<file path="src/rtl/ste_shift_engine.sv">
// ste_shift_engine: framed full-duplex shift engine.
// Each enabled beat moves LANES bits out of the transmit word and LANES bits in.
// The frame length (in beats) and the bit order are taken at load time.
// Valid/ready handshakes are used on the parallel load side and on the receive side.
// Optional build macro STE_SHIFT_ENGINE_PARITY_EN: when defined, rx_parity_o is the
// XOR of the received word. When it is not defined, the port is tied to 0.
module ste_shift_engine #(
    parameter  int SHIFT_W = 16,
    parameter  int LANES   = 1,
    localparam int BEAT_W  = $clog2(SHIFT_W / LANES) + 1
) (
    input  logic               clk,
    input  logic               reset_ni,
    input  logic               clr_i,
    input  logic               cfg_msb_first_i,
    input  logic [BEAT_W-1:0]  cfg_beats_i,
    input  logic               ld_valid_i,
    input  logic [SHIFT_W-1:0] ld_data_i,
    output logic               ld_ready_o,
    input  logic               shift_en_i,
    input  logic [LANES-1:0]   din_i,
    output logic [LANES-1:0]   dout_o,
    output logic               busy_o,
    output logic               rx_valid_o,
    input  logic               rx_ready_i,
    output logic [SHIFT_W-1:0] rx_data_o,
    output logic               rx_parity_o
);

    localparam logic [BEAT_W-1:0] MAX_BEATS = BEAT_W'(SHIFT_W / LANES);

    typedef enum logic [1:0] {
        IDLE  = 2'd0,
        SHIFT = 2'd1,
        HOLD  = 2'd2
    } state_t;

    state_t             state_ff;
    logic [SHIFT_W-1:0] shift_ff;
    logic [SHIFT_W-1:0] shift_nxt;
    logic [BEAT_W-1:0]  cnt_ff;
    logic [BEAT_W-1:0]  eff_beats;
    logic               msb_first_ff;
    logic               last_beat;

    // Clamp the requested frame length: 0 or an oversize value means a full word
    always_comb begin
        // NOTE: give every always_comb output a default first, so that no path leaves it unassigned and infers a latch.
        eff_beats = cfg_beats_i;
        if ((cfg_beats_i == '0) || (cfg_beats_i > MAX_BEATS)) begin
            eff_beats = MAX_BEATS;
        end
    end

    // Next shift-register value for one beat, in the bit order latched at load
    always_comb begin
        shift_nxt = shift_ff;
        if (msb_first_ff) begin
            shift_nxt = {shift_ff[SHIFT_W-LANES-1:0], din_i};
        end else begin
            shift_nxt = {din_i, shift_ff[SHIFT_W-1:LANES]};
        end
    end

    assign last_beat = (state_ff == SHIFT) && shift_en_i && (cnt_ff == '0);

    // Frame sequencer: load in IDLE, shift on enabled beats, hold the word until it is consumed
    always_ff @(posedge clk or negedge reset_ni) begin
        // NOTE: sequential state uses non-blocking assignments only, so every register samples pre-edge values.
        if (!reset_ni) begin
            state_ff     <= IDLE;
            shift_ff     <= '0;
            cnt_ff       <= '0;
            msb_first_ff <= 1'b1;
        end else if (clr_i) begin
            state_ff <= IDLE;
            shift_ff <= '0;
            cnt_ff   <= '0;
        end else begin
            unique case (state_ff)
                IDLE: begin
                    if (ld_valid_i) begin
                        shift_ff     <= ld_data_i;
                        msb_first_ff <= cfg_msb_first_i;
                        cnt_ff       <= eff_beats - BEAT_W'(1);
                        state_ff     <= SHIFT;
                    end
                end
                SHIFT: begin
                    if (shift_en_i) begin
                        shift_ff <= shift_nxt;
                        if (cnt_ff == '0) begin
                            state_ff <= HOLD;
                        end else begin
                            cnt_ff <= cnt_ff - BEAT_W'(1);
                        end
                    end
                end
                HOLD: begin
                    if (rx_ready_i) begin
                        state_ff <= IDLE;
                    end
                end
                default: state_ff <= IDLE;
            endcase
        end
    end

    // Current output lane: a direct slice of the register, so it stays still while shift_en_i is low
    always_comb begin
        dout_o = '0;
        if (state_ff == SHIFT) begin
            dout_o = msb_first_ff ? shift_ff[SHIFT_W-1 -: LANES] : shift_ff[LANES-1:0];
        end
    end

    assign ld_ready_o = (state_ff == IDLE);
    assign busy_o     = (state_ff == SHIFT);
    assign rx_valid_o = (state_ff == HOLD);
    assign rx_data_o  = (state_ff == HOLD) ? shift_ff : '0;

`ifdef STE_SHIFT_ENGINE_PARITY_EN
    logic parity_ff;

    // Capture the parity of the completed word on its final beat
    always_ff @(posedge clk or negedge reset_ni) begin
        if (!reset_ni) begin
            parity_ff <= 1'b0;
        end else if (clr_i) begin
            parity_ff <= 1'b0;
        end else if (last_beat) begin
            parity_ff <= ^shift_nxt;
        end
    end

    assign rx_parity_o = rx_valid_o & parity_ff;
`else
    assign rx_parity_o = 1'b0;
`endif

endmodule

</file>
<file path="config.mk">
export PLATFORM = sky130hd
export DESIGN_NAME = ste_shift_engine
export DESIGN_NICKNAME = d
export VERILOG_FILES = /design/src/rtl/ste_shift_engine.sv
export SDC_FILE = /design/constraint.sdc
export NUM_CORES = 1
export LEC_CHECK = 0
export ABC_AREA = 1
export BUFFER_PORTS_ARGS = -buffer_cell sky130_fd_sc_hd__buf_2
export CAP_MARGIN = 20
export CORE_ASPECT_RATIO = 1.75
export CORE_MARGIN = 3
export CORE_UTILIZATION = 47
export CTS_BUF_LIST = sky130_fd_sc_hd__clkbuf_4 sky130_fd_sc_hd__clkbuf_8 sky130_fd_sc_hd__clkbuf_16
export CTS_CLUSTER_SIZE = 24
export DETAILED_ROUTE_END_ITERATION = 6
export PLACE_DENSITY = 0.86
export SETUP_SLACK_MARGIN = 0.15
export SLEW_MARGIN = 20
export SYNTH_ARGS = -nofsm -noshare
export SYNTH_HDL_FRONTEND = slang
export SYNTH_SLANG_ARGS = --single-unit
</file>
<file path="constraint.sdc">
create_clock -name clk -period 1.3 [get_ports clk]
set_input_delay 0.065 -clock clk [delete_from_list [all_inputs] [get_ports clk]]
set_output_delay 0.065 -clock clk [all_outputs]
set_load 0.01 [all_outputs]
</file>
==> flow_metrics.py <==
metrics = {
    "synthesis": {
        "synth_edf_count": 0,
        "synth_cells": 242,
        "synth_ff_type": "dfrtp_1",
        "ys_seq_area_share_pct": 33.7,
        "synthesis.nets": 273,
        "yosys.area.top_type": "dfrtp_1",
        "yosysMostFrequentCell": "nand2_1",
        "synthArstFlopShare_pct": 100,
        "ys_ff_latch": 24,
        "synth.distinct_cells": 26,
        "synth_top_area_share_pct": 32.2,
        "synth_area_mm2": 0.00179,
        "yosysWarnings": 0,
        "ys_top_cells_by_area": "dfrtp_1 32%, o211ai_1 13%, nand2_1 12%",
        "avgSynthCellArea_um2": 7.38,
        "synth_common_cells": "56 x nand2_1, 31 x inv_1, 31 x o211ai_1, 23 x dfrtp_1, 23 x nor2_1",
    },
    "power_and_ir_drop": {
        "p_clk_share_pct": 16.5,
        "total_power_mw": 4.12,
        "p_seq_share_pct": 27.8,
        "combPwrFrac_pct": 55.6,
        "intPower_mw": 2.34,
        "ir_drop_v": 0.00110,
        "switchingPower_mw": 1.78,
        "power_density_mw_per_mm2": 1400,
        "p_sw_share_pct": 43.1,
        "p_leak_nw": 1.32,
    },
    "run_status": {
        "violations": "setup timing",
        "status": "complete, but fails checks",
    },
    "cts": {
        "clock-root-buffer": "clkbuf_8",
        "numCtsBuffers": 3,
        "clockBufferDepth": 2,
        "h-tree-depth": 1,
        "cts_tree": "done",
        "clk_pin_slew_ps": 80,
        "numClockSinks": 24,
        "clk_latency_ps": 280,
    },
    "setup_path": {
        "max_stage_delay_ps": 460,
        "cp_slowest_cell": "dfrtp_2",
        "path_cells": "nor2_4, buf_12, o21ai_2, a21oi_2, buf_2",
        "cp-end-kind": "output pin",
        "cp-start-kind": "flop",
        "worstPathMaxFanout": 8,
        "arrival_ps": 1470,
        "crit_type": "reg2out",
        "cp.required_ps": 1240,
    },
    "global_routing": {
        "grt_pass1_vias": 1957,
        "grt_overflow_total": 0,
        "grt_first_pass_wirelength_um": 8540,
        "grt_max_degree": 25,
        "antenna_found_initial": 0,
        "grtUsageTotal_pct": 24.4,
    },
    "sta": {
        "worst_pin_slew_ps": 574,
        "hold_viol_final": 0,
        "final.setup.tns_ps": -5380,
        "fin_skew_ps": 11.7,
        "drv_slew": 0,
        "setup_violations": 44,
        "fmax_mhz": 650,
        "fin_ws_ps": -238,
        "rsz0062_at_grt": "yes",
        "relSlewSlack_pct": 61.7,
        "period_needed_ps": 1540,
        "period_share_pct": 118,
    },
    "placement": {
        "gp_congestion": 0.919,
        "dp_cells": 342,
        "hpwlAfterDp_um": 3400,
        "post-place-ws_ps": -522,
        "port_buffers": 48,
        "place_area_mm2": 0.00222,
    },
    "route": {
        "totalWireLength_um": 7460,
        "post_drt_wl_per_cell_um": 20.4,
        "drt_iter0_drc": 100,
        "drc_errors": 0,
        "postRouteAntennaNets": 0,
        "num_vias": 2191,
        "dr.pass1.iters": 4,
        "vias_per_cell": 5.99,
    },
    "layout": {
        "fin_nets": 352,
        "design_area_mm2": 0.00295,
        "drive_above_1_share_pct": 54.7,
        "antennaDiodeCount": 0,
        "syn_to_final_growth_pct": 65.3,
        "final_cells": 366,
        "fillers": 176,
    },
    "flow_run": {
        "maxCapViolCount": 0,
    },
    "die": {
        "die_x_um": 52.6,
        "start_util_pct": 49.2,
        "die_area_mm2": 0.00460,
        "core_area_mm2": 0.00363,
        "pin_count": 50,
        "dieHeight_um": 87.5,
        "rows": 29,
    },
    "worst_hold_path": {
        "hp-class": "in2reg",
    },
}
[worst max-delay path, delay by kind of cell, from the launching register on]
family,cells,cell delay (ps)
and+or+nand+nor,1,210
buffers and inverters,2,320
AOI/OAI and AO/OA,2,210
DFF,1,460
[power by group through the flow]
stage	registers, mW	clock network [mW]	logic [mW]
CTS	1.11	0.672	1.74
detailed placement	1.14	0	1.49
global placement	1.13	0	1.45
global route	1.16	0.707	2.45
finish	1.15	0.680	2.29
floorplan	1.08	0	1.09
[kinds of logic after synthesis]
kind of cell    after synthesis  share of synthesized area (%)
simple gates                112                           28.1
compound gates               54                           23.1
buf+inv                      48                           13.0
flops                        24                           33.7
fa+ha+maj                     2                           1.40
xor+xnor                      1                          0.491
other cells                   1                          0.210
[stage by stage]
stage	hold slack [ps]	utilization, %
2_1_floorplan	-231	-
3_3_place_gp	81.9	61.1
3_5_place_dp	85.1	61.1
4_1_cts	30.9	69.6
5_1_grt	40.1	81.3
6_report	23.5	81.3
[worst paths after layout]
check / from / endpoint / slack, ps / cells after the start
hold / removal: cfg_msb_first_i / msb_first_ff / 20 / 3
hold reg to reg: cnt_ff[0] / cnt_ff[0] / 500 / 2
max in group asynchronous: reset_ni / state_ff[0] / 570 / 2
min in group asynchronous: reset_ni / cnt_ff[1] / 310 / 2
setup / recovery: state_ff[1] / dout_o / -240 / 5
setup reg to reg: msb_first_ff / shift_ff[2] / -220 / 6
[layer usage]
metal	share of wire (%)	global-route usage (%)	vias to the layer above
li1	-	-	955
met2	50	45.9	153
met1	35	25.3	1036
met3	7.6	4.43	47
met5	0	0	-
met4	7.4	10.0	0
[placed cells by master, fill, tap and decap left out, types with 6 or more instances in the layout]
cell,netlist,final
nand2_1,56,47
o211ai_1,31,31
nand3_1,10,6
nand2_2,18,23
buf_2,5,27
dfrtp_1,23,21
o21ai_2,16,17
nor2_4,2,21
buf_4,1,21
buf_6,2,28
inv_1,31,26
[state kept, by name, indices dropped and copies added, names as in the netlist]
| register | cells |
|---|---|
| shift_ff | 16 |
| msb_first_ff | 1 |
| state_ff | 2 |
| cnt_ff | 5 |
[area by class of cell]
class,count,area (um2),share of cell area (%)
Tap cell,46,57.6,1.95
Timing Repair Buffer,88,858,29.1
Sequential cell,24,604,20.5
Inverter,34,140,4.75
Clock buffer,3,41.3,1.40
Multi-Input combinational cell,170,1220,41.3
Clock inverter,1,30.0,1.02
[repair_timing]
action / CTS / global route
gates cloned: 2 / 3
pin swaps: 13 / 18
setup endpoints to repair: 44 / 44
setup buffers: 5 / 8
resized for setup: 34 / 66
hold endpoints to repair: 24 / 0
hold buffers: 2 / 0
Note: power is estimated with default switching activity, not from simulation.
